===== config.mk =====
export PLATFORM = sky130hd
export DESIGN_NAME = monopix_eoc_tx_flat
export DESIGN_NICKNAME = d
export VERILOG_FILES = /design/src/rtl/monopix_pkg.sv /design/src/rtl/monopix_eoc_tx_if.sv /design/src/rtl/monopix_eoc_fifo.sv /design/src/rtl/monopix_eoc_tx.sv /design/src/flat_wrapper.sv
export SDC_FILE = /design/constraint.sdc
export NUM_CORES = 1
export LEC_CHECK = 0
export BUFFER_PORTS_ARGS = -buffer_cell sky130_fd_sc_hd__buf_2
export CORE_MARGIN = 2
export CORE_UTILIZATION = 48
export CTS_CLUSTER_DIAMETER = 120
export DETAILED_ROUTE_END_ITERATION = 10
export HOLD_SLACK_MARGIN = 0.08
export PLACE_DENSITY_LB_ADDON = 0.12
export SYNTH_ARGS = -nofsm -noshare
export SYNTH_HDL_FRONTEND = slang
export SYNTH_SLANG_ARGS = --single-unit

===== constraint.sdc =====
create_clock -name clk_out -period 7.6 [get_ports clk_out]
set_input_delay 0.38 -clock clk_out [delete_from_list [all_inputs] [get_ports clk_out]]
set_output_delay 0.38 -clock clk_out [all_outputs]
set_load 0.01 [all_outputs]

===== src/rtl/monopix_pkg.sv =====
// Shared types and helpers for the MONOPIX end-of-column readout blocks.
// Word layout is {col, te, le, row}, 27 bits, shifted out MSB first.
package monopix_pkg;

  localparam int unsigned WORD_W = 27;
  localparam int unsigned CNT_W  = 5;

  typedef struct packed {
    logic [5:0] col;
    logic [5:0] te;
    logic [5:0] le;
    logic [8:0] row;
  } t_data;

  typedef enum logic [0:0] {
    StIdle,
    StShift
  } t_tx_state;

  function automatic logic [5:0] gray_enc(input logic [5:0] b);
    return b ^ (b >> 1);
  endfunction

endpackage


===== src/rtl/monopix_eoc_tx_if.sv =====
// Hit-word handshake between the column logic (master) and the EOC transmitter (slave).
interface monopix_eoc_tx_if;

  logic       hit_valid;
  logic       hit_ready;
  logic [5:0] hit_col;
  logic [5:0] hit_le;
  logic [5:0] hit_te;
  logic [8:0] hit_row;

  modport master (
    output hit_valid,
    output hit_col,
    output hit_le,
    output hit_te,
    output hit_row,
    input  hit_ready
  );

  modport slave (
    input  hit_valid,
    input  hit_col,
    input  hit_le,
    input  hit_te,
    input  hit_row,
    output hit_ready
  );

endinterface


===== src/rtl/monopix_eoc_fifo.sv =====
// Synchronous FIFO of hit words with a combinational head and async active-low reset.
// Storage is not reset; only the pointers and level are, which empties the FIFO.
module monopix_eoc_fifo
  import monopix_pkg::*;
#(
  parameter int unsigned DEPTH = 8
) (
  input  logic                   clk_out,
  input  logic                   rst_n,
  input  logic                   push,
  input  t_data                  wdata,
  input  logic                   pop,
  output t_data                  head,
  output logic                   full,
  output logic                   empty,
  output logic [$clog2(DEPTH):0] level
);

  localparam int unsigned AW = $clog2(DEPTH);

  t_data            mem_q [DEPTH];
  logic [AW-1:0]    wr_ptr_q;
  logic [AW-1:0]    rd_ptr_q;
  logic [AW:0]      level_q;
  logic             do_push;
  logic             do_pop;

  assign full    = (level_q == (AW+1)'(DEPTH));
  assign empty   = (level_q == '0);
  assign level   = level_q;
  assign head    = mem_q[rd_ptr_q];
  assign do_push = push & ~full;
  assign do_pop  = pop & ~empty;

  always_ff @(posedge clk_out) begin
    if (do_push) begin
      mem_q[wr_ptr_q] <= wdata;
    end
  end

  always_ff @(posedge clk_out or negedge rst_n) begin
    if (!rst_n) begin
      wr_ptr_q <= '0;
      rd_ptr_q <= '0;
      level_q  <= '0;
    end else begin
      if (do_push) begin
        wr_ptr_q <= wr_ptr_q + AW'(1);
      end
      if (do_pop) begin
        rd_ptr_q <= rd_ptr_q + AW'(1);
      end
      // Simultaneous push and pop leaves the level unchanged.
      case ({do_push, do_pop})
        2'b10:   level_q <= level_q + (AW+1)'(1);
        2'b01:   level_q <= level_q - (AW+1)'(1);
        default: level_q <= level_q;
      endcase
    end
  end

endmodule


===== src/rtl/monopix_eoc_tx.sv =====
// MONOPIX end-of-column serial transmitter: buffers hit words, raises token, shifts one
// word per synchronised read edge. Define MONOPIX_EOC_TX_GRAY_EN to Gray-code le/te on push.
module monopix_eoc_tx
  import monopix_pkg::*;
#(
  parameter int unsigned DEPTH = 8
) (
  input  logic                    clk_out,
  input  logic                    rst_n,
  monopix_eoc_tx_if.slave         hit,
  input  logic                    read,
  input  logic                    freeze,
  output logic                    token,
  output logic                    data_out,
  output logic                    busy,
  output logic [$clog2(DEPTH):0]  fifo_level
);

  logic [1:0]        read_s_q;
  logic              read_q;
  logic [1:0]        freeze_s_q;
  logic              read_edge;

  t_tx_state         state_q, state_d;
  logic [CNT_W-1:0]  cnt_q, cnt_d;
  logic [WORD_W-1:0] sreg_q, sreg_d;
  logic              data_out_q, data_out_d;
  logic              token_q;

  logic              hit_ready;
  logic              push;
  logic              pop;
  t_data             push_data;
  t_data             head;
  logic              full;
  logic              empty;
  logic [WORD_W-1:0] load_word;

  assign read_edge     = read_s_q[1] & ~read_q;
  assign hit_ready     = ~full & ~freeze_s_q[1];
  assign hit.hit_ready = hit_ready;
  assign push          = hit.hit_valid & hit_ready;

  always_comb begin
    push_data.col = hit.hit_col;
    push_data.row = hit.hit_row;
`ifdef MONOPIX_EOC_TX_GRAY_EN
    push_data.le  = gray_enc(hit.hit_le);
    push_data.te  = gray_enc(hit.hit_te);
`else
    push_data.le  = hit.hit_le;
    push_data.te  = hit.hit_te;
`endif
  end

  monopix_eoc_fifo #(
    .DEPTH (DEPTH)
  ) u_fifo (
    .clk_out (clk_out),
    .rst_n   (rst_n),
    .push    (push),
    .wdata   (push_data),
    .pop     (pop),
    .head    (head),
    .full    (full),
    .empty   (empty),
    .level   (fifo_level)
  );

  always_comb begin
    state_d    = state_q;
    cnt_d      = cnt_q;
    sreg_d     = sreg_q;
    data_out_d = data_out_q;
    pop        = 1'b0;
    load_word  = '0;
    unique case (state_q)
      StIdle: begin
        if (read_edge) begin
          // An empty FIFO still answers the read, with an all-zero word.
          if (!empty) begin
            pop       = 1'b1;
            load_word = head;
          end
          state_d    = StShift;
          cnt_d      = CNT_W'(WORD_W - 1);
          sreg_d     = load_word;
          data_out_d = load_word[WORD_W-1];
        end
      end
      StShift: begin
        if (cnt_q == '0) begin
          state_d    = StIdle;
          data_out_d = 1'b0;
        end else begin
          sreg_d     = sreg_q << 1;
          data_out_d = sreg_q[WORD_W-2];
          cnt_d      = cnt_q - CNT_W'(1);
        end
      end
      default: state_d = StIdle;
    endcase
  end

  always_ff @(posedge clk_out or negedge rst_n) begin
    if (!rst_n) begin
      read_s_q   <= '0;
      read_q     <= 1'b0;
      freeze_s_q <= '0;
      state_q    <= StIdle;
      cnt_q      <= '0;
      sreg_q     <= '0;
      data_out_q <= 1'b0;
      token_q    <= 1'b0;
    end else begin
      read_s_q   <= {read_s_q[0], read};
      read_q     <= read_s_q[1];
      freeze_s_q <= {freeze_s_q[0], freeze};
      state_q    <= state_d;
      cnt_q      <= cnt_d;
      sreg_q     <= sreg_d;
      data_out_q <= data_out_d;
      token_q    <= ~empty;
    end
  end

  assign data_out = data_out_q;
  assign token    = token_q;
  assign busy     = (state_q == StShift);

endmodule


===== src/flat_wrapper.sv =====
// flat-port wrapper written by rule: the top's interface ports become plain ports
module monopix_eoc_tx_flat import monopix_pkg::*;
#(
  parameter int unsigned DEPTH = 8
)
  (clk_out, rst_n, read, freeze, token, data_out, busy, fifo_level, hit_hit_valid, hit_hit_col, hit_hit_le, hit_hit_te, hit_hit_row, hit_hit_ready);
  monopix_eoc_tx_if hit_i ();
  input  logic clk_out;
  input  logic rst_n;
  input  logic read;
  input  logic freeze;
  output logic token;
  output logic data_out;
  output logic busy;
  output logic [$clog2(DEPTH):0] fifo_level;
  input wire logic [$bits(hit_i.hit_valid)-1:0] hit_hit_valid;
  input wire logic [$bits(hit_i.hit_col)-1:0] hit_hit_col;
  input wire logic [$bits(hit_i.hit_le)-1:0] hit_hit_le;
  input wire logic [$bits(hit_i.hit_te)-1:0] hit_hit_te;
  input wire logic [$bits(hit_i.hit_row)-1:0] hit_hit_row;
  output wire logic [$bits(hit_i.hit_ready)-1:0] hit_hit_ready;
  assign hit_i.hit_valid = hit_hit_valid;
  assign hit_i.hit_col = hit_hit_col;
  assign hit_i.hit_le = hit_hit_le;
  assign hit_i.hit_te = hit_hit_te;
  assign hit_i.hit_row = hit_hit_row;
  assign hit_hit_ready = hit_i.hit_ready;
  monopix_eoc_tx #(.DEPTH(DEPTH)) u_core (.clk_out(clk_out), .rst_n(rst_n), .hit(hit_i), .read(read), .freeze(freeze), .token(token), .data_out(data_out), .busy(busy), .fifo_level(fifo_level));
endmodule

* Word level (Yosys, flattened, before mapping) *
Memory sizes are Yosys's and may differ from the RTL's.
Cells that the tools add are included.
Widths: inputs -> output; s select.

word-level totals
  memory bits (read-only) = 0
  input port bits = 32
  memories = 1
  output and inout port bits = 8
  word-level logic and storage cells = 55
  RAM bits = 216
  latch bits = 0
  register bits = 49

memories
  memory               words  width  read ports  clocked after Yosys merged registers in  wr ports  RTL line                RTL
  u_core.u_fifo.mem_q  8      27     1           0                                        1         monopix_eoc_fifo.sv:21  t_data mem_q [DEPTH];

cells by class
  bitwise logic cells = 10
  divide/modulo/power cells = 0
  equality and inequality tests = 5
  multiply operators = 0
  magnitude comparators = 0
  reductions and logical operators = 4
  add/sub/neg operators = 5
  shift operators = 0
  multiplexer cells = 19

operators with widths
  cell                 count
  $mux 26              2
  $pmux 26 s2          1
  $mux 27              1
  $mux 5               2
  $pmux 5 s2           1
  $mux 1               9
  $pmux 4 s2           1
  $add 3x1->3 const B  2
  $and 1x1->1          5
  $logic_not 5->1      1
  $not 1->1            5
  $sub 5x1->5 const B  1
  $add 4x1->4 const B  1
  $eq 4x4->1 const B   1
  $logic_not 4->1      1
  $pmux 1 s2           2
  $sub 4x1->4 const B  1
  $eq 2x1->1 const B   1
  $eq 2x2->1 const B   1
  $ne 2x1->1 const B   1
  $ne 2x2->1 const B   1
  $reduce_and 2->1     1
  $reduce_bool 2->1    1

* Logic depth before layout (Yosys ltp) *
Gate-level depths: netlist of run 1.

  word-level depth = 7
  mapped depth = 10
  depth with buffers taken out = 10

* By module *
A second synthesis of run 1 with hierarchy kept.

unflattened totals
  cells, all modules = 511
  area total of the unflattened synthesis = 10637.7 sq um

by module, submodules not included
  module            times used  cells each  area an instance (sq um)  seq. area each (sq um)
  monopix_eoc_fifo  1           379         8882.3                    6736.5
  monopix_eoc_tx    1           132         1755.4                    975.9

* Worst setup path after synthesis of run 1 *
Ideal clock, no wire load.

  kind = reg2reg
  start = register u_core.u_fifo.level_q[1], in the netlist u_core.u_fifo.level[1]
  end = memory u_core.u_fifo.mem_q[1][0] (netlist bit) (enable)
  slack = 4.078 ns
  data arrival time = 3.077 ns
  required time = 7.155 ns
  path buffers = 0
  setup time = 0.445 ns
  clock period less this slack = 3.522 ns
  stages on the path, launching flop included = 5
  path through = dfrtp_1 > nor3_1 > a211oi_2 > nand2_1 > nor3_1

on the way
  longest elaborated chain between the ends = 7

ends and longest elaborated chain
  what                            RTL line                                      RTL
  start: declaration              monopix_eoc_fifo.sv:24                        logic [AW:0] level_q;
  start signal: assignment        monopix_eoc_fifo.sv:55                        2'b10: level_q <= level_q + (AW+1)'(1);
  start signal: assignment        monopix_eoc_fifo.sv:56                        2'b01: level_q <= level_q - (AW+1)'(1);
  start signal: assignment        monopix_eoc_fifo.sv:57                        default: level_q <= level_q;
  $eq 4x4->1 *                    monopix_eoc_fifo.sv:28                        assign full = (level_q == (AW+1)'(DEPTH));
  $not 1->1 *                     monopix_eoc_fifo.sv:32, monopix_eoc_tx.sv:40
  $and 1x1->1                     monopix_eoc_tx.sv:40                          assign hit_ready = ~full & ~freeze_s_q[1];
  $and 1x1->1                     monopix_eoc_tx.sv:42                          assign push = hit.hit_valid & hit_ready;
  $and 1x1->1 *                   monopix_eoc_fifo.sv:32                        assign do_push = push & ~full;
  $mux 1 *                        monopix_eoc_fifo.sv:36                        if (do_push) begin
  $mux 1 (not written as such) *  monopix_eoc_fifo.sv:37                        mem_q[wr_ptr_q] <= wdata;
  end: declaration                monopix_eoc_fifo.sv:21

Every way passes the cells marked *; elsewhere a longest branch is shown, timed or not.

* Worst setup path after layout of run 1 *
  start = register u_core.state_q, in the netlist u_core.busy
  end = register u_core.u_fifo.level_q[2], in the netlist u_core.u_fifo.level[2]

on the way
  longest elaborated chain between the ends = 4
  elaborated cells between the ends (all ways) = 6
  classes of those cells = eq/ne: 2; mux: 2; bitwise: 1; reduce/logical: 1

ends and longest elaborated chain
  what                                             RTL line                RTL
  start: declaration                               monopix_eoc_tx.sv:24    t_tx_state state_q, state_d;
  start signal: assignment                         monopix_eoc_tx.sv:110   state_q <= StIdle;
  start signal: assignment                         monopix_eoc_tx.sv:119   state_q <= state_d;
  $mux 1 *                                         monopix_eoc_tx.sv:77    unique case (state_q)
  $and 1x1->1 *                                    monopix_eoc_fifo.sv:33  assign do_pop = pop & ~empty;
  via u_core.u_fifo.do_pop                         monopix_eoc_fifo.sv:26  logic do_pop;
  $eq 2x1->1 or $eq 2x2->1 (tied branches)         monopix_eoc_fifo.sv:54  case ({do_push, do_pop})
  $pmux 4 s2 or $reduce_bool 2->1 (tied branches)  -

Mark *: on every way through the listed nets, which the timed path passes. The rest lies on a longest branch.
A chain may end at the register's enable or synchronous reset.

==> results.sh, run 1 <==
export IMPL_status="finished clean"
export IMPL_track_usage_pct=18.4
export IMPL_clkSlewWorstSetupHoldPaths_ns=0.06
export IMPL_hold_viol=0
export IMPL_pre_cts_slack_ns=4.63
export IMPL_dp_hpwl_mm=10.9
export IMPL_syn_cell_area_sq_mm=0.0103
export IMPL_required_ns=8.00
export IMPL_wl_mm=19.7
export IMPL_synth_area_top_cells="edfxtp_1 (63%), dfrtp_1 (12%), mux4_2 (12%), nand3_1 (2.7%), nand2_1 (2.1%)"
export IMPL_path_class="flop to flop"
export IMPL_yosysTopAreaCell="edfxtp_1"
export IMPL_combPwrFrac_pct=22.6
export IMPL_drt_wirelength_per_cell_um=21.6
export IMPL_layout_drive_gt1_share_pct=27.0
export IMPL_grt_start_max_net_pins=55
export IMPL_fillers=1576
export IMPL_p_per_area_mw_per_mm2=349
export IMPL_period_share_pct=38.0
export IMPL_p_sw_share_pct=28.3
export IMPL_synth_seq_cells=265
export IMPL_worstSetupEndpointType="flop"
export IMPL_cp_max_fo=35
export IMPL_fmax_ghz=0.346
export IMPL_synth_top_cell_area_share_pct=63.2
export IMPL_rsz0062_at_grt="no"
export IMPL_die_w_um=150
export IMPL_layout_area_seq_sq_mm=0.00772
export IMPL_hold_start="hit_hit_row[2]"
export IMPL_drc=0
export IMPL_drv_cap=0
export IMPL_syn2layout_area_growth_pct=14.0
export IMPL_fin_cells=914
export IMPL_finalClockSkew_ns=0.00669
export IMPL_hold_path_class="input port to flop"
export IMPL_vias_per_cell=5.67
export IMPL_multiInputGateArea_sq_mm=0.00241
export IMPL_detail_route_antenna_nets=0
export IMPL_timing_rr_start="u_core.busy"
export IMPL_synthCells=557
export IMPL_ir_drop_uv=193
export IMPL_yosys_warnings=0
export IMPL_startpoint="u_core.busy"
export IMPL_final_nets=656
export IMPL_grt_pass1_wl_mm=31.1
export IMPL_p_int_mw=2.92
export IMPL_start_util_pct=48.8
export IMPL_final_core_util_pct=55.7
export IMPL_worst_slew_pin_slew_ns=0.834
export IMPL_placement_io_buffers=39
export IMPL_clk_latency_ns=0.53
export IMPL_rows=53
export IMPL_power_frac_seq_pct=47.2
export IMPL_synth_seq_area_share_pct=75.2
export IMPL_cts_root_buffer="clkbuf_16"
export IMPL_final_common_cell="edfxtp_1"
export IMPL_die_h_um=150
export IMPL_fin_ws_ns=4.71
export IMPL_tritoncts="yes"
export IMPL_drv_slew=0
export IMPL_critPathArrivalTime_ns=3.29
export IMPL_ios=40
export IMPL_drtPass1Iterations=5
export IMPL_drt_iter0_markers=282
export IMPL_syn_nets=596
export IMPL_vias=5178
export IMPL_synth_cell_types=37
export IMPL_finalCriticalPeriod_ns=2.89
export IMPL_cts_htree_levels=1
export IMPL_slew_headroom_pct=44.4
export IMPL_dieArea_sq_mm=0.0226
export IMPL_gp_congestion=0.744
export IMPL_cts_sinks=265
export IMPL_cts_buffers=28
export IMPL_p_leak_nw=3.97
export IMPL_grt_pass1_vias=5385
export IMPL_tns_ns=0
export IMPL_grt_ovfl_total=0
export IMPL_core_area_sq_mm=0.0210
export IMPL_clk_path_buf_depth=3
export IMPL_p_clk_share_pct=30.3
export IMPL_crit_path_start_kind="flop"
export IMPL_dp_cells=859
export IMPL_syn_area_per_cell_sq_um=18.4
export IMPL_antenna_found_initial=1
export IMPL_p_switching_mw=1.16
export IMPL_setup_viol_count_final=0
export IMPL_layout_common_cells="edfxtp_1 (216), nand2_1 (58), nand3_1 (55), mux4_2 (54), dfrtp_1 (47)"
-- registers in the layout, summed over array words and instances (netlist names), 2 cells and up --
register	count
u_core.read_s_q	2
u_core.u_fifo.wr_ptr_q	3
u_core.u_fifo.level	4
u_core.freeze_s_q	2
u_core.sreg_q	26
u_core.cnt_q	5
u_core.u_fifo.rd_ptr_q	3
u_core.u_fifo.mem_q	216
-- logic make-up (layout without fill, tap and decap cells) --
| kind of cell | after synthesis | after routing | share of synthesized area, % |
|---|---|---|---|
| flip-flops | 265 | 265 | 75.2 |
| AND/OR/NAND/NOR | 170 | 170 | 8.45 |
| multiplexers | 58 | 58 | 12.3 |
| buffers and inverters | 35 | 116 | 1.61 |
| AO/OA/AOI/OAI | 11 | 11 | 0.707 |
| XOR/XNOR | 11 | 11 | 0.939 |
| adder cells (fa/ha/maj) | 7 | 7 | 0.854 |
| other | 0 | 1 | 0 |
-- layout make-up --
class / instances / area share (%)
flip-flops and latches: 265 / 66.0
multi-input cells: 257 / 20.6
clock buffers: 33 / 6.50
repair buffers: 59 / 3.02
well taps: 275 / 2.94
clock inverters: 18 / 0.770
inverters: 6 / 0.193
diodes: 1 / 0.0214
-- per-stage QoR --
| step | cell area, sq um | total power [mW] | hold slack (ns) |
|---|---|---|---|
| floorplan | 10300 | 2.61 | 0.0844 |
| global placement | 10800 | 2.88 | 0.333 |
| detailed placement | 10800 | 2.90 | 0.336 |
| CTS | 11700 | 4.14 | 0.0978 |
| global route | 11700 | 4.30 | 0.119 |
| finish | 11700 | 4.08 | 0.124 |
-- power by group through the flow --
stage               clock, mW  combinational, mW  sequential, mW
detailed placement          0              0.942            1.95
CTS                      1.27              0.946            1.93
finish                   1.23              0.921            1.92
global placement            0              0.931            1.94
global route             1.32               1.02            1.95
floorplan                   0              0.715            1.90
-- per-layer routing --
metal / routed length (um) / up-vias / global-route usage, %
met1: 8780 / 2703 / 26.2
met3: 887 / 30 / 2.97
met2: 9610 / 113 / 30.0
met4: 457 / 0 / 4.72
li1: - / 2332 / -
met5: 0 / - / 0
-- worst max-delay path, cell delays in order, from the launching register on --
cell	delay [ns]
dfrtp_1	0.36
buf_4	0.25
or3b_1	0.40
buf_4	0.28
nor2_2	0.30
ha_1	0.34
xor2_1	0.10
ha_1	0.20
a21oi_1	0.14
xor2_1	0.16
nor2_1	0.06
xor2_1	0.14
-- cells in the mapped netlist --
master and instances:
nor3_4 1, a2111oi_0 1, nor2_2 1, mux2_2 3, or3b_1 1, mux4_2 54
nor4_4 1, nor3_1 6, o21ai_0 3, nand2b_1 5, nor2b_1 2, edfxtp_1 216
dfrtp_1 49, buf_1 3, clkbuf_1 9, nor4_1 1, nor3b_4 1, inv_1 6
nand4_1 25, mux2i_1 1, or4b_1 1, nand3b_1 1, xor2_1 6, o21ai_1 2
xnor2_1 5, and2_1 1, nand3_1 55, nor4b_1 1, buf_6 2, a32oi_1 1
nor2_1 9, ha_1 7, nand2_1 58, a211oi_2 1, o211ai_1 1, buf_2 15
a21oi_1 2
-- worst paths after layout --
| path | end | slack, ns | cells past startpoint |
|---|---|---|---|
| worst max-delay path | u_core.u_fifo.level[2] | 4.71 | 11 |
| worst min-delay path | u_core.u_fifo.mem_q[3][2] | 0.12 | 1 |
| worst max register to register | u_core.u_fifo.level[2] | 4.71 | 11 |
| worst min register to register | u_core.freeze_s_q[1] | 0.35 | 0 |
| max in group asynchronous | u_core.u_fifo.rd_ptr_q[0] | 6.59 | 3 |
| min in group asynchronous | u_core.data_out | 0.51 | 3 |
-- timing repair --
item,CTS,global route
resized for setup,0,0
buffers inserted,0,0
hold buffers,3,0
endpoints found under the hold margin,51,0
Power figures use the tool's default switching activity.
==> run 2: changes to the inputs <==
--- a/config.mk
+++ b/config.mk
@@ -5,6 +5,7 @@
 export SDC_FILE = /design/constraint.sdc
 export NUM_CORES = 1
 export LEC_CHECK = 0
+export ABC_AREA = 1
 export BUFFER_PORTS_ARGS = -buffer_cell sky130_fd_sc_hd__buf_2
 export CORE_MARGIN = 2
 export CORE_UTILIZATION = 48
==> constraint.sdc (replaced) <==
create_clock -name clk_out -period 2.7 [get_ports clk_out]
set_input_delay 0.135 -clock clk_out [delete_from_list [all_inputs] [get_ports clk_out]]
set_output_delay 0.135 -clock clk_out [all_outputs]
set_load 0.01 [all_outputs]
==> run 2 against run 1 <==
  * Synthesized area up 11%
  * Worst hold slack worse by 0.0060 ns
  * Die area up 10%
  * Total power rose to 3.2 times the previous value
  * Combinational power rose to 4.4 times the previous value
  * Clock-buffer cell count up 2
  * Core utilization up 0.68 points
  * Fmax up 28%
  * Final area up 12%
==> results.sh, run 2 <==
export IMPL_drt_iter0_markers=458
export IMPL_slew_headroom_pct=49.2
export IMPL_cts_buffers=28
export IMPL_dp_hpwl_mm=13.7
export IMPL_finalCriticalPeriod_ns=2.26
export IMPL_grt_ovfl_total=0
export IMPL_critPathArrivalTime_ns=2.67
export IMPL_p_per_area_mw_per_mm2=1010
export IMPL_ios=40
export IMPL_clk_latency_ns=0.53
export IMPL_cts_root_buffer="clkbuf_16"
export IMPL_dieArea_sq_mm=0.0249
export IMPL_drtPass1Iterations=5
export IMPL_startpoint="u_core.u_fifo.level[1]"
export IMPL_insertedDiodeCount=0
export IMPL_dp_cells=1417
export IMPL_r2r_end="u_core.u_fifo.level[2]"
export IMPL_grt_pass1_vias=7329
export IMPL_syn_nets=1122
export IMPL_synth_common_cells="nand2_1 (287), edfxtp_1 (216), inv_1 (172)"
export IMPL_wl_mm=24.3
export IMPL_endpoint="u_core.u_fifo.level[2]"
export IMPL_detail_route_antenna_nets=0
export IMPL_place_area_sq_mm=0.0119
export IMPL_drv_slew=0
export IMPL_cts_resized=0
export IMPL_hold_path_class="input port to asynchronous set/reset pin"
export IMPL_drv_cap=0
export IMPL_synthCells=1083
export IMPL_syn_cell_area_sq_mm=0.0114
export IMPL_final_common_cell="nand2_1"
export IMPL_p_switching_mw=4.59
export IMPL_required_ns=3.11
export IMPL_p_sw_share_pct=34.8
export IMPL_vias_per_cell=4.90
export IMPL_drc=0
export IMPL_synth_seq_cells=265
export IMPL_async_flop_share_pct=18.5
export IMPL_path_buf_inv=1
export IMPL_grt_pass1_wl_mm=39.0
export IMPL_p_int_mw=8.62
export IMPL_synth_seq_area_share_pct=67.9
export IMPL_tritoncts="yes"
export IMPL_layout_common_cells="nand2_1 (287), edfxtp_1 (216), inv_1 (172), nand3_1 (166), a21oi_1 (53)"
export IMPL_yosys_warnings=0
export IMPL_crit_path_start_kind="flop"
export IMPL_yosysTopAreaCell="edfxtp_1"
export IMPL_core_area_sq_mm=0.0233
export IMPL_synth_top_cell_area_share_pct=57.1
export IMPL_fmax_ghz=0.443
export IMPL_cpPeakStageDelay_ns=0.44
export IMPL_synthFlopType="edfxtp_1"
export IMPL_final_nets=1198
export IMPL_syn_area_per_cell_sq_um=10.5
export IMPL_largest_register="u_core.u_fifo.mem_q"
export IMPL_combPwrFrac_pct=30.5
export IMPL_hold_viol=0
export IMPL_start_util_pct=48.6
export IMPL_cp_max_fo=13
export IMPL_rows=56
export IMPL_path_depth=11
export IMPL_p_clk_share_pct=28.8
export IMPL_final_core_util_pct=56.3
export IMPL_drt_wirelength_per_cell_um=16.2
export IMPL_gp_congestion=0.756
export IMPL_antenna_found_initial=0
export IMPL_largest_reg_flops=216
export IMPL_worstSetupEndpointType="flop"
export IMPL_fin_cells=1500
export IMPL_status="finished clean"
export IMPL_fin_ws_ns=0.443
export IMPL_ir_drop_uv=537
export IMPL_top_regs="u_core.u_fifo.mem_q: 216 flops, u_core.sreg_q: 26 flops, u_core.cnt_q: 5 flops"
export IMPL_track_usage_pct=20.4
export IMPL_die_w_um=158
export IMPL_layout_drive_gt1_share_pct=11.0
export IMPL_die_h_um=158
export IMPL_multiInputGateArea_sq_mm=0.00272
export IMPL_path_class="flop to flop"
export IMPL_path_cells="nor2_1 -> a31oi_2 -> nand2_2 -> ha_1 -> nand2_1 -> inv_1 -> nor2_1 -> ha_1 -> a21oi_1 -> xor2_1 -> o21ai_0"
export IMPL_power_frac_seq_pct=40.7
export IMPL_reg2reg_depth=11
export IMPL_syn2layout_area_growth_pct=15.8
export IMPL_worst_r2r_setup_slack_ns=0.44
export IMPL_cts_sinks=265
export IMPL_critPathTopFamily="simple AND/OR/NAND/NOR gates"
export IMPL_clkSlewWorstSetupHoldPaths_ns=0.06
export IMPL_clk_path_buf_depth=3
export IMPL_synth_cell_types=27
export IMPL_synth_area_top_cells="edfxtp_1 (57%), dfrtp_1 (11%), nand2_1 (9.5%), nand3_1 (7.3%), inv_1 (5.7%)"
export IMPL_rsz0062_at_grt="no"
export IMPL_cts_htree_levels=1
export IMPL_pre_cts_slack_ns=0.468
export IMPL_grt_start_max_net_pins=63
export IMPL_p_leak_nw=5.63
export IMPL_tns_ns=0
export IMPL_fillers=2044
export IMPL_finalClockSkew_ns=0.0122
export IMPL_timing_rr_start="u_core.u_fifo.level[1]"
export IMPL_setup_viol_count_final=0
export IMPL_synth_edff_count=216
export IMPL_final_cell_area_sq_mm=0.0131
export IMPL_synth_most_common_cell="nand2_1"
export IMPL_vias=7350
export IMPL_cp_slowest_cell="dfrtp_1"
export IMPL_layout_area_seq_sq_mm=0.00772
export IMPL_worst_slew_pin_slew_ns=0.762
export IMPL_period_share_pct=83.6
export IMPL_placement_io_buffers=39
[run 2: cell count changes after synthesis, moves of 21 or more]
cell / previous run / this run
a21oi_1: 2 / 53
inv_1: 6 / 172
mux4_2: 54 / 0
nand2_1: 58 / 287
nand3_1: 55 / 166
nand4_1: 25 / 4
nor2_1: 9 / 37
[run 2: what timing repair did]
item                      in CTS  in global routing
hold buffers                  31                  0
hold endpoints to repair     268                  0
setup buffers                  0                  0
[run 2: area by class of cell]
cell class | instances | area share, %
Clock buffer | 35 | 5.84
Clock inverter | 17 | 1.18
Inverter | 176 | 5.04
Multi-Input combinational cell | 592 | 20.7
Sequential cell | 265 | 58.7
Tap cell | 319 | 3.04
Timing Repair Buffer | 96 | 5.52
[run 2: metal layers]
layer  up-vias  wire (um)  global-route usage, %  part of all wire [%]
li1       3688          -                      -                     -
met1      3467      10900                   27.3                    45
met2       164      11900                   35.4                    49
met3        31       1120                   2.49                   4.6
met4         0        393                   5.37                   1.6
met5         -          0                      0                     0
[run 2: cell families after synthesis]
logic type	share of synthesized area (%)
XOR/XNOR	0.463
flip-flops	67.9
adder cells (fa/ha/maj)	0.772
buffers and inverters	8.48
AND/OR/NAND/NOR	19.3
AO/OA/AOI/OAI	3.06
[run 2: how the worst min path moves through the flow]
stage / startpoint / to
2_1_floorplan: rst_n / u_core.busy
3_3_place_gp: rst_n / u_core.data_out
3_5_place_dp: rst_n / u_core.data_out
4_1_cts: rst_n / u_core.data_out
5_1_grt: rst_n / u_core.token
6_report: rst_n / u_core.data_out
[run 2: per-stage QoR]
stage          hold slack (ns)  total power, mW
3_3_place_gp             0.147             9.41
6_report                 0.118             13.2
2_1_floorplan           -0.161             8.37
3_5_place_dp             0.147             9.48
4_1_cts                  0.123             13.3
5_1_grt                  0.161             14.1
[run 2: power by group through the flow]
stage          logic [mW]  registers [mW]  clock network (mW)
3_5_place_dp         4.04            5.45                   0
5_1_grt              4.58            5.44                4.05
6_report             4.03            5.37                3.81
4_1_cts              4.09            5.37                3.89
3_3_place_gp         3.98            5.43                   0
2_1_floorplan        3.02            5.35                   0
==> run 3: changes to the inputs <==
--- a/config.mk
+++ b/config.mk
@@ -5,7 +5,7 @@
 export SDC_FILE = /design/constraint.sdc
 export NUM_CORES = 1
 export LEC_CHECK = 0
-export ABC_AREA = 1
+export ABC_AREA = 0
 export BUFFER_PORTS_ARGS = -buffer_cell sky130_fd_sc_hd__buf_2
 export CORE_MARGIN = 2
 export CORE_UTILIZATION = 48
==> constraint.sdc (replaced) <==
create_clock -name clk_out -period 1.9 [get_ports clk_out]
set_input_delay 0.095 -clock clk_out [delete_from_list [all_inputs] [get_ports clk_out]]
set_output_delay 0.095 -clock clk_out [all_outputs]
set_load 0.01 [all_outputs]
==> run 3 against run 2 <==
  * The flow now finishes with violations (negative setup slack)
  * Fmax grew 7.3%
  * Clock-buffer cell count grew 7
  * Critical path depth shrank 2
  * Sequential share of layout area grew 2.0 points
  * First-iteration DRC count shrank 20%
  * Non-clock buffer count grew 31
  * Register-to-register slack lost 0.65 ns
  * Via count shrank 25%
  * Clock skew grew 0.0028 ns
  * Critical endpoint unchanged
==> results.sh, run 3 (synthesized netlist as in run 1, its figures left out) <==
export IMPL_fin_ws_ns=-0.203
export IMPL_clk_path_buf_depth=3
export IMPL_worst_r2r_setup_slack_ns=-0.20
export IMPL_place_area_sq_mm=0.0114
export IMPL_layout_drive_gt1_share_pct=32.4
export IMPL_clkSlewWorstSetupHoldPaths_ns=0.06
export IMPL_vias=5485
export IMPL_dieArea_sq_mm=0.0226
export IMPL_crit_path_start_kind="flop"
export IMPL_holdWs_ns=0.144
export IMPL_drt_iter0_markers=367
export IMPL_reg2reg_depth=9
export IMPL_cts_buffers=28
export IMPL_die_h_um=150
export IMPL_path_class="flop to flop"
export IMPL_status="finished, violations left"
export IMPL_cts_htree_levels=1
export IMPL_slew_headroom_pct=69.9
export IMPL_placement_io_buffers=39
export IMPL_violations="negative setup slack"
export IMPL_largest_reg_flops=216
export IMPL_fin_cells=982
export IMPL_rows=53
export IMPL_drc=0
export IMPL_dp_cells=892
export IMPL_power_mw=17.4
export IMPL_rsz0062_at_grt="yes"
export IMPL_tritoncts="yes"
export IMPL_tns_ns=-0.295
export IMPL_core_area_sq_mm=0.0210
export IMPL_cts_root_buffer="clkbuf_16"
export IMPL_fmax_ghz=0.475
export IMPL_cp_max_fo=4
export IMPL_p_clk_share_pct=30.1
export IMPL_p_int_mw=12.5
export IMPL_ir_drop_uv=909
export IMPL_insertedDiodeCount=0
export IMPL_ios=40
export IMPL_final_common_cell="edfxtp_1"
export IMPL_grt_ovfl_total=0
export IMPL_finalClockSkew_ns=0.0149
export IMPL_fillers=1550
export IMPL_p_leak_nw=4.39
export IMPL_detail_route_antenna_nets=0
export IMPL_hold_path_class="input port to asynchronous set/reset pin"
export IMPL_grt_pass1_vias=5877
export IMPL_drt_wirelength_per_cell_um=21.5
export IMPL_drtPass1Iterations=4
export IMPL_timing_rr_start="u_core.u_fifo.level[2]"
export IMPL_combPwrFrac_pct=26.1
export IMPL_clk_latency_ns=0.54
export IMPL_hold_viol=0
export IMPL_start_util_pct=48.8
export IMPL_setup_viol_count_final=2
export IMPL_p_switching_mw=4.89
export IMPL_syn2layout_area_growth_pct=23.9
export IMPL_power_frac_seq_pct=43.8
export IMPL_gp_congestion=0.761
export IMPL_grt_start_max_net_pins=55
export IMPL_pre_cts_slack_ns=-0.187
export IMPL_grt_pass1_wl_mm=32.9
export IMPL_drv_cap=0
export IMPL_required_ns=2.30
export IMPL_layout_common_cells="edfxtp_1 (216), nand2_1 (56), nand3_1 (55), mux4_2 (54), dfrtp_1 (43)"
export IMPL_die_w_um=150
export IMPL_final_cell_area_sq_mm=0.0127
export IMPL_track_usage_pct=19.4
export IMPL_wl_mm=21.1
export IMPL_largest_register="u_core.u_fifo.mem_q"
export IMPL_cts_sinks=265
export IMPL_worstSetupEndpointType="flop"
export IMPL_p_sw_share_pct=28.2
export IMPL_top_regs="u_core.u_fifo.mem_q: 216 flops, u_core.sreg_q: 26 flops, u_core.cnt_q: 5 flops"
export IMPL_worst_slew_pin_slew_ns=0.452
export IMPL_critPathArrivalTime_ns=2.50
export IMPL_dp_hpwl_mm=12.7
export IMPL_period_share_pct=111
export IMPL_vias_per_cell=5.59
export IMPL_r2r_end="u_core.u_fifo.level[2]"
export IMPL_antenna_found_initial=0
export IMPL_final_core_util_pct=60.5
export IMPL_finalCriticalPeriod_ns=2.10
export IMPL_final_nets=724
export IMPL_drv_slew=0
export IMPL_p_per_area_mw_per_mm2=1370
run 3: critical path, stage by stage, from the launching register on:
cell,delay [ns]
dfrtp_2,0.45
nor4_4,0.36
nor2_4,0.08
ha_4,0.17
xor2_1,0.14
ha_1,0.19
a21oi_2,0.14
xor2_1,0.21
nor2_1,0.09
xor2_1,0.15
run 3: what timing repair did:
action,in CTS,in global routing
pin swaps,3,6
cloned,0,1
resized for setup,11,11
setup buffers,1,5
endpoints found under the setup margin,19,115
hold endpoints to repair,267,0
hold buffers,31,0
run 3: power groups by stage:
stage | combinational, mW | clock [mW] | sequential (mW)
floorplan | 2.96 | 0 | 7.64
global placement | 4.37 | 0 | 7.66
detailed placement | 4.44 | 0 | 7.70
CTS | 4.54 | 5.36 | 7.60
global route | 4.93 | 5.59 | 7.68
finish | 4.52 | 5.23 | 7.60
run 3: layout make-up:
class / instances / area [sq um] / share of cell area, %
clock buffer: 42 / 813 / 6.40
clock inverter: 10 / 91.3 / 0.718
sequential: 265 / 7720 / 60.7
timing repair buffer: 127 / 1180 / 9.31
multi-input combinational: 257 / 2540 / 19.9
inverter: 6 / 22.5 / 0.177
tap: 275 / 344 / 2.71
run 3: worst max-delay path by stage:
stage                            from                   endpoint  slack, ns  cells after the start
2_1_floorplan  u_core.u_fifo.level[1]  u_core.u_fifo.mem_q[1][0]      -0.36                      4
5_1_grt        u_core.u_fifo.level[2]     u_core.u_fifo.level[2]      -0.29                      9
3_3_place_gp              u_core.busy     u_core.u_fifo.level[3]      -0.12                      7
6_report       u_core.u_fifo.level[2]     u_core.u_fifo.level[2]      -0.20                      9
4_1_cts        u_core.u_fifo.level[3]     u_core.u_fifo.level[2]      -0.16                      9
3_5_place_dp              u_core.busy     u_core.u_fifo.level[2]      -0.19                      9
run 3: per-layer routing:
metal  track usage (%)  vias to the layer above  routed length, um
li1                  -                     2455                  -
met1              26.3                     2865               9060
met2              33.2                      134              10600
met3              3.09                       31                993
met4              4.67                        0                412
met5                 0                        -                  0
